$ cat src/rtl/regfile_port_sched.sv
// Single-port register-bank scheduler: serializes operand-fetch reads (rs, rt) and
// writeback writes (rd) onto one bank port, round-robin on contention, r0 hard zero.
module regfile_port_sched #(
    parameter int DATA_W = 32,
    parameter int ADDR_W = 5
) (
    input  logic              clk,
    input  logic              rst,
    input  logic              rd_req,
    input  logic [ADDR_W-1:0] rd_rs,
    input  logic [ADDR_W-1:0] rd_rt,
    output logic              rd_ack,
    output logic [DATA_W-1:0] op_a,
    output logic [DATA_W-1:0] op_b,
    input  logic              wr_req,
    input  logic [ADDR_W-1:0] wr_rd,
    input  logic [DATA_W-1:0] wr_data,
    output logic              wr_ack,
    output logic [ADDR_W-1:0] rf_addr,
    output logic              rf_we,
    output logic [DATA_W-1:0] rf_wdata,
    input  logic [DATA_W-1:0] rf_rdata,
    output logic              busy
);

    typedef enum logic [2:0] {
        S_IDLE,
        S_RD_A,
        S_RD_B,
        S_RD_DONE,
        S_WR
    } state_t;

    state_t            state_q, state_d;
    logic [ADDR_W-1:0] rs_q, rs_d;
    logic [ADDR_W-1:0] rt_q, rt_d;
    logic [ADDR_W-1:0] wa_q, wa_d;
    logic [DATA_W-1:0] wd_q, wd_d;
    logic [DATA_W-1:0] op_a_q, op_a_d;
    logic [DATA_W-1:0] op_b_q, op_b_d;
    logic              last_wr_q, last_wr_d;

    always_ff @(posedge clk) begin
        if (rst) begin
            state_q   <= S_IDLE;
            rs_q      <= '0;
            rt_q      <= '0;
            wa_q      <= '0;
            wd_q      <= '0;
            op_a_q    <= '0;
            op_b_q    <= '0;
            last_wr_q <= 1'b0;
        end else begin
            state_q   <= state_d;
            rs_q      <= rs_d;
            rt_q      <= rt_d;
            wa_q      <= wa_d;
            wd_q      <= wd_d;
            op_a_q    <= op_a_d;
            op_b_q    <= op_b_d;
            last_wr_q <= last_wr_d;
        end
    end

    always_comb begin
        state_d   = state_q;
        rs_d      = rs_q;
        rt_d      = rt_q;
        wa_d      = wa_q;
        wd_d      = wd_q;
        op_a_d    = op_a_q;
        op_b_d    = op_b_q;
        last_wr_d = last_wr_q;
        rd_ack    = 1'b0;
        wr_ack    = 1'b0;
        rf_addr   = '0;
        rf_we     = 1'b0;
        rf_wdata  = '0;

        unique case (state_q)
            S_IDLE: begin
                // Read wins if it is alone or if the previous grant went to write.
                if (rd_req && (!wr_req || last_wr_q)) begin
                    rs_d    = rd_rs;
                    rt_d    = rd_rt;
                    state_d = S_RD_A;
                end else if (wr_req) begin
                    wa_d    = wr_rd;
                    wd_d    = wr_data;
                    state_d = S_WR;
                end
            end
            S_RD_A: begin
                rf_addr = rs_q;
                state_d = S_RD_B;
            end
            S_RD_B: begin
                rf_addr = rt_q;
                op_a_d  = (rs_q == '0) ? '0 : rf_rdata;
                state_d = S_RD_DONE;
            end
            S_RD_DONE: begin
                op_b_d    = (rt_q == '0) ? '0 : rf_rdata;
                rd_ack    = 1'b1;
                last_wr_d = 1'b0;
                state_d   = S_IDLE;
            end
            S_WR: begin
                rf_addr   = wa_q;
                rf_wdata  = wd_q;
                rf_we     = (wa_q != '0);
                wr_ack    = 1'b1;
                last_wr_d = 1'b1;
                state_d   = S_IDLE;
            end
            default: state_d = S_IDLE;
        endcase

        busy = (state_q != S_IDLE);
        op_a = op_a_q;
        // op_b passes through in RD_DONE so the new value is visible with rd_ack.
        op_b = op_b_d;

        // Reset masks the port immediately so an interrupted transaction never acks or writes.
        if (rst) begin
            rd_ack   = 1'b0;
            wr_ack   = 1'b0;
            rf_addr  = '0;
            rf_we    = 1'b0;
            rf_wdata = '0;
            busy     = 1'b0;
            op_a     = '0;
            op_b     = '0;
        end
    end

endmodule

$ cat config.mk
export PLATFORM = sky130hd
export DESIGN_NAME = regfile_port_sched
export DESIGN_NICKNAME = d
export VERILOG_FILES = /design/src/rtl/regfile_port_sched.sv
export SDC_FILE = /design/constraint.sdc
export NUM_CORES = 1
export LEC_CHECK = 0
export BUFFER_PORTS_ARGS = -buffer_cell sky130_fd_sc_hd__buf_2
export CORE_MARGIN = 2
export CORE_UTILIZATION = 40
export CTS_BUF_LIST = sky130_fd_sc_hd__clkbuf_4 sky130_fd_sc_hd__clkbuf_8 sky130_fd_sc_hd__clkbuf_16
export DETAILED_ROUTE_END_ITERATION = 16
export HOLD_SLACK_MARGIN = 0.1
export PLACE_DENSITY = 0.69
export SLEW_MARGIN = 10
export SYNTH_ARGS = -nofsm -noshare
export SYNTH_HDL_FRONTEND = slang
export SYNTH_SLANG_ARGS = --single-unit
$ cat constraint.sdc
create_clock -name clk -period 1.9 [get_ports clk]
set_clock_uncertainty 0.05 [all_clocks]
set_input_delay 0.38 -clock clk [delete_from_list [all_inputs] [get_ports clk]]
set_output_delay 0.38 -clock clk [all_outputs]
set_load 0.05 [all_outputs]
# [Yosys cells after proc, flatten, opt, wreduce, memory -nomap -nowiden]
# Cells that the tools add are included.
[word_totals] register_bits=115 input_bits=83 out_inout_bits=105 wordCells=45
[classes] n_eq_ne=5 mux=20 bitwise_logic=1 reduce_logical=11
[op_table] operator="$mux 32" count=7
[op_table] operator="$pmux 5 s3" count=1
[op_table] operator="$logic_not 5->1" count=2
[op_table] operator="$pmux 3 s3" count=1
[op_table] operator="$mux 1" count=7
[op_table] operator="$eq 3x2->1 const B" count=2
[op_table] operator="$mux 3" count=2
[op_table] operator="$mux 5" count=1
[op_table] operator="$reduce_bool 5->1" count=1
[op_table] operator="$eq 3x1->1 const B" count=1
[op_table] operator="$eq 3x3->1 const B" count=1
[op_table] operator="$logic_not 3->1" count=1
[op_table] operator="$ne 3x3->1 const B" count=1
[op_table] operator="$reduce_and 3->1" count=1
[op_table] operator="$reduce_bool 3->1" count=1
[op_table] operator="$pmux 1 s2" count=1
[op_table] operator="$reduce_and 2->1" count=1
[op_table] operator="$reduce_bool 2->1" count=1
[op_table] operator="$logic_and 1x1->1" count=1
[op_table] operator="$logic_not 1->1" count=1
[op_table] operator="$logic_or 1x1->1" count=1
[op_table] operator="$not 1->1" count=1

# [Longest topological paths before layout]
[depth] word_depth=5 mapped_depth=6 ltp_nobuf=3

# [Worst setup path after synthesis]
# OpenSTA, ideal clock, no wires.
[synth_timing] path_kind="reg-to-output" startpoint="register state_q[2]" endpoint="output port op_b[0]" t_arrival_ps=2238 t_required_ps=1470 slack_ps=-768 path_stages_with_launch=6 n_path_buf=3 cell_sequence="dfxtp_1 buf_2 and3b_1 buf_2 buf_2 o32ai_1"
[synth_between] elab_chain_len=3
[synth_rtl] item="from (decl)" line="34" source="state_t state_q, state_d;"
[synth_rtl] item="from (signal assigned)" line="54" source="state_q <= state_d;"
[synth_rtl] item="$eq 3x2->1" line="80" source="unique case (state_q)"
[synth_rtl] item="$mux 32" line="80"
[synth_rtl] item="$mux 32"
[synth_rtl] item="to (decl)" line="14" source="output logic [DATA_W-1:0] op_b,"
# Every way passes these cells.

# [Worst setup path after layout]
[layout_timing] startpoint="register rt_q[3]" endpoint="output port op_b[1]"
[layout_between] elab_chain_len=4
[layout_rtl] item="from (decl)" line="36" source="logic [ADDR_W-1:0] rt_q, rt_d;"
[layout_rtl] item="from (signal assigned)" line="56" source="rt_q <= rt_d;"
[layout_rtl] item="$logic_not 5->1" line="103" source="op_b_d = (rt_q == '0) ? '0 : rf_rdata;"
[layout_rtl] item="$mux 32" line="103"
[layout_rtl] item="$mux 32" line="80"
[layout_rtl] item="$mux 32"
# Every way passes these cells.

==> out/results.tsv <==
metric	value	unit
setup_viol	73	
timing.fmax	409	MHz
grt_pass1_vias	5508	
hold_path_class	input pin to register	
grt_first_pass_wirelength	28500	um
required	1470	ps
htreeDepth	4	
netlist_area	5320	um2
diodes	0	
nNetsFinal	929	
p_int	5370	uW
cts_tree	built	
antenna_found_initial	0	
drt-total-wl	17700	um
tns	-27260	ps
initial_core_util	40.6	%
drcViolationCount	0	
synth_warnings	0	
r2r_slack	70	ps
p_per_area	808	nW/um2
area_delta_synth_final	73.2	%
globalplace.congestion	0.793	
ant_nets	0	
cts_root_buf	clkbuf_16	
p_seq_share	35.3	%
cp-start-kind	register	
synth.distinct_cells	37	
die_width	119	um
vias_per_cell	5.10	
fillers	920	
grt_max_degree	65	
synth_nets	703	
slew_headroom	63.4	%
die_area	14200	um2
finalHoldViolCount	0	
maxCapViolCount	0	
cts.sinks	115	
violations	setup timing	
drt_pass1_iterations	4	
cp_max_fo	8	
die_h	119	um
synth.avg_cell_area	8.57	um2
post-route-util	70.4	%
dp.final_hpwl	10400	um
rsz0062_at_grt	true	
clock_latency	410	ps
grt_overflow	0	
coreArea	13100	um2
vias	5273	
groute.usage.overall	25.3	%
clkTransAtPathRegs	50	ps
min_period	2450	ps
portBuffers	187	
worst_pin_slew	549	ps
clock_path_buffers	2	
synth_edf_count	0	
ir_drop	0.000653	V
arrival	2020	ps
drtIter0Drc	303	
end_kind	primary output	
ys_seq_area_share	43.3	%
p_comb_share	23.5	%
status	finished with violations	
ys_ff_latch	115	
cts_made_buffers	17	
synth-main-ff-cell	dfxtp_1	
syn_inst	620	
setup_ws	-546	ps
postSynth.asyncResetShare	0	%
p_sw	2060	uW
crit_type	register to primary output	
final_max_slew_viol_count	0	
drive_gt1_share	49.0	%
swShare	27.7	%
io_pins	188	
clkPwrFrac	41.2	%
p_leak	0.00364	uW
wl_per_cell	17.1	um
rows	42	
fin_crit_sh	129	%
worst max-delay path, stage by stage, from the launching register on:
cell and delay [ps]:
dfxtp_1 310, or4_4 540, nor2_4 130, buf_12 170
buf_12 160, o32ai_4 100, buf_6 170
per-stage QoR:
step	hold slack [ps]	std cells	setup slack, ps	power (uW)	cell area [um2]
2_1_floorplan	380	620	-87.4	3650	6090
5_1_grt	138	1033	-606	7720	9210
6_report	148	1033	-546	7440	9210
3_3_place_gp	387	970	-173	4040	7380
4_1_cts	134	1030	-558	7420	9190
3_5_place_dp	399	970	-191	4080	7380
path summary, 6_finish.rpt:
kind	startpoint	to	cells past startpoint
max	rt_q[3]	op_b[1]	6
min	rd_rs[2]	rs_q[2]	2
max reg2reg	state_q[2]	wd_q[22]	7
min reg2reg	wd_q[7]	wd_q[7]	2
power groups by stage:
stage	sequential [uW]	combinational [uW]	clock, uW
3_5_place_dp	2660	1420	0
4_1_cts	2620	1720	3080
2_1_floorplan	2640	1010	0
6_report	2630	1750	3060
5_1_grt	2640	1850	3230
3_3_place_gp	2650	1390	0
flip-flops by register name, indices dropped and copies added, names as in the netlist:
signal,flops
wd_q,32
state_q,3
rs_q,5
rt_q,5
wa_q,5
op_a_q,32
op_b_q,32
last_wr_q,1
cell type report:
type                    instances  area (um2)  area share [%]
flip-flops and latches        115        2310            25.1
multi-input cells             405        3430            37.3
clock inverters                 5        50.0           0.544
repair buffers                264        2510            27.3
inverters                      43         163            1.77
clock buffers                  25         517            5.61
well taps                     176         220            2.39
metal layers:
layer,track usage [%],wire [um],vias up
met5,0,0,-
met4,9.75,365,0
met3,5.65,817,33
met2,44.4,9040,174
met1,30.0,7480,2528
li1,-,-,2538
repair_timing:
| item | in CTS | in global routing |
|---|---|---|
| gates resized for setup | 257 | 7 |
| hold buffers | 0 | 0 |
| pin swaps | 48 | 10 |
| setup buffers | 27 | 8 |
| cloned | 8 | 0 |
| endpoints found under the setup margin | 105 | 78 |
placed cells by master, fill, tap and decap left out, types with 3 or more instances in the layout:
cell type  netlist  final
o21ai_1          5      5
buf_8            0     34
buf_6            6     50
buf_4            9     39
buf_16           0      3
o21ai_2         10     10
and2_4           0     32
clkinv_2         0      5
o21ai_4          1      3
a31o_2          11     11
nand2_1        112    107
dfxtp_1        115    112
o21ai_0         18     17
a21oi_4          0      4
nand3_1         32     32
o32ai_4          0     32
clkbuf_8         0      5
clkbuf_4         0      3
nor2b_4          0      3
a32oi_2          0      4
mux2i_1         37     37
nor2b_1         40     37
nand2b_1        33     33
buf_12           0     25
clkbuf_16        0     17
a311oi_1        10     10
nand2_2          0      5
inv_1           43     42
buf_2           21    113
cell usage after synthesis (9+ instances only):
cell type,number,area [um2]
clkbuf_1,17,63.8
o21ai_0,18,90.1
mux2i_1,37,370
o21ai_2,10,87.6
inv_1,43,161
a31o_2,11,96.3
dfxtp_1,115,2300
o32ai_1,32,280
nor2b_1,40,250
nand2b_1,33,206
buf_4,9,67.6
nand2_1,112,420
nand3_1,32,160
a311oi_1,10,87.6
buf_2,21,105
and2_1,33,206
logic make-up after synthesis:
logic type      after synthesis  synth area share [%]
mux                          37                  6.97
buf+inv                     101                  9.18
compound gates              100                  14.7
flops                       115                  43.3
xor+xnor                      1                 0.165
simple gates                266                  25.6
No activity file was read; power rests on OpenSTA's default activity.
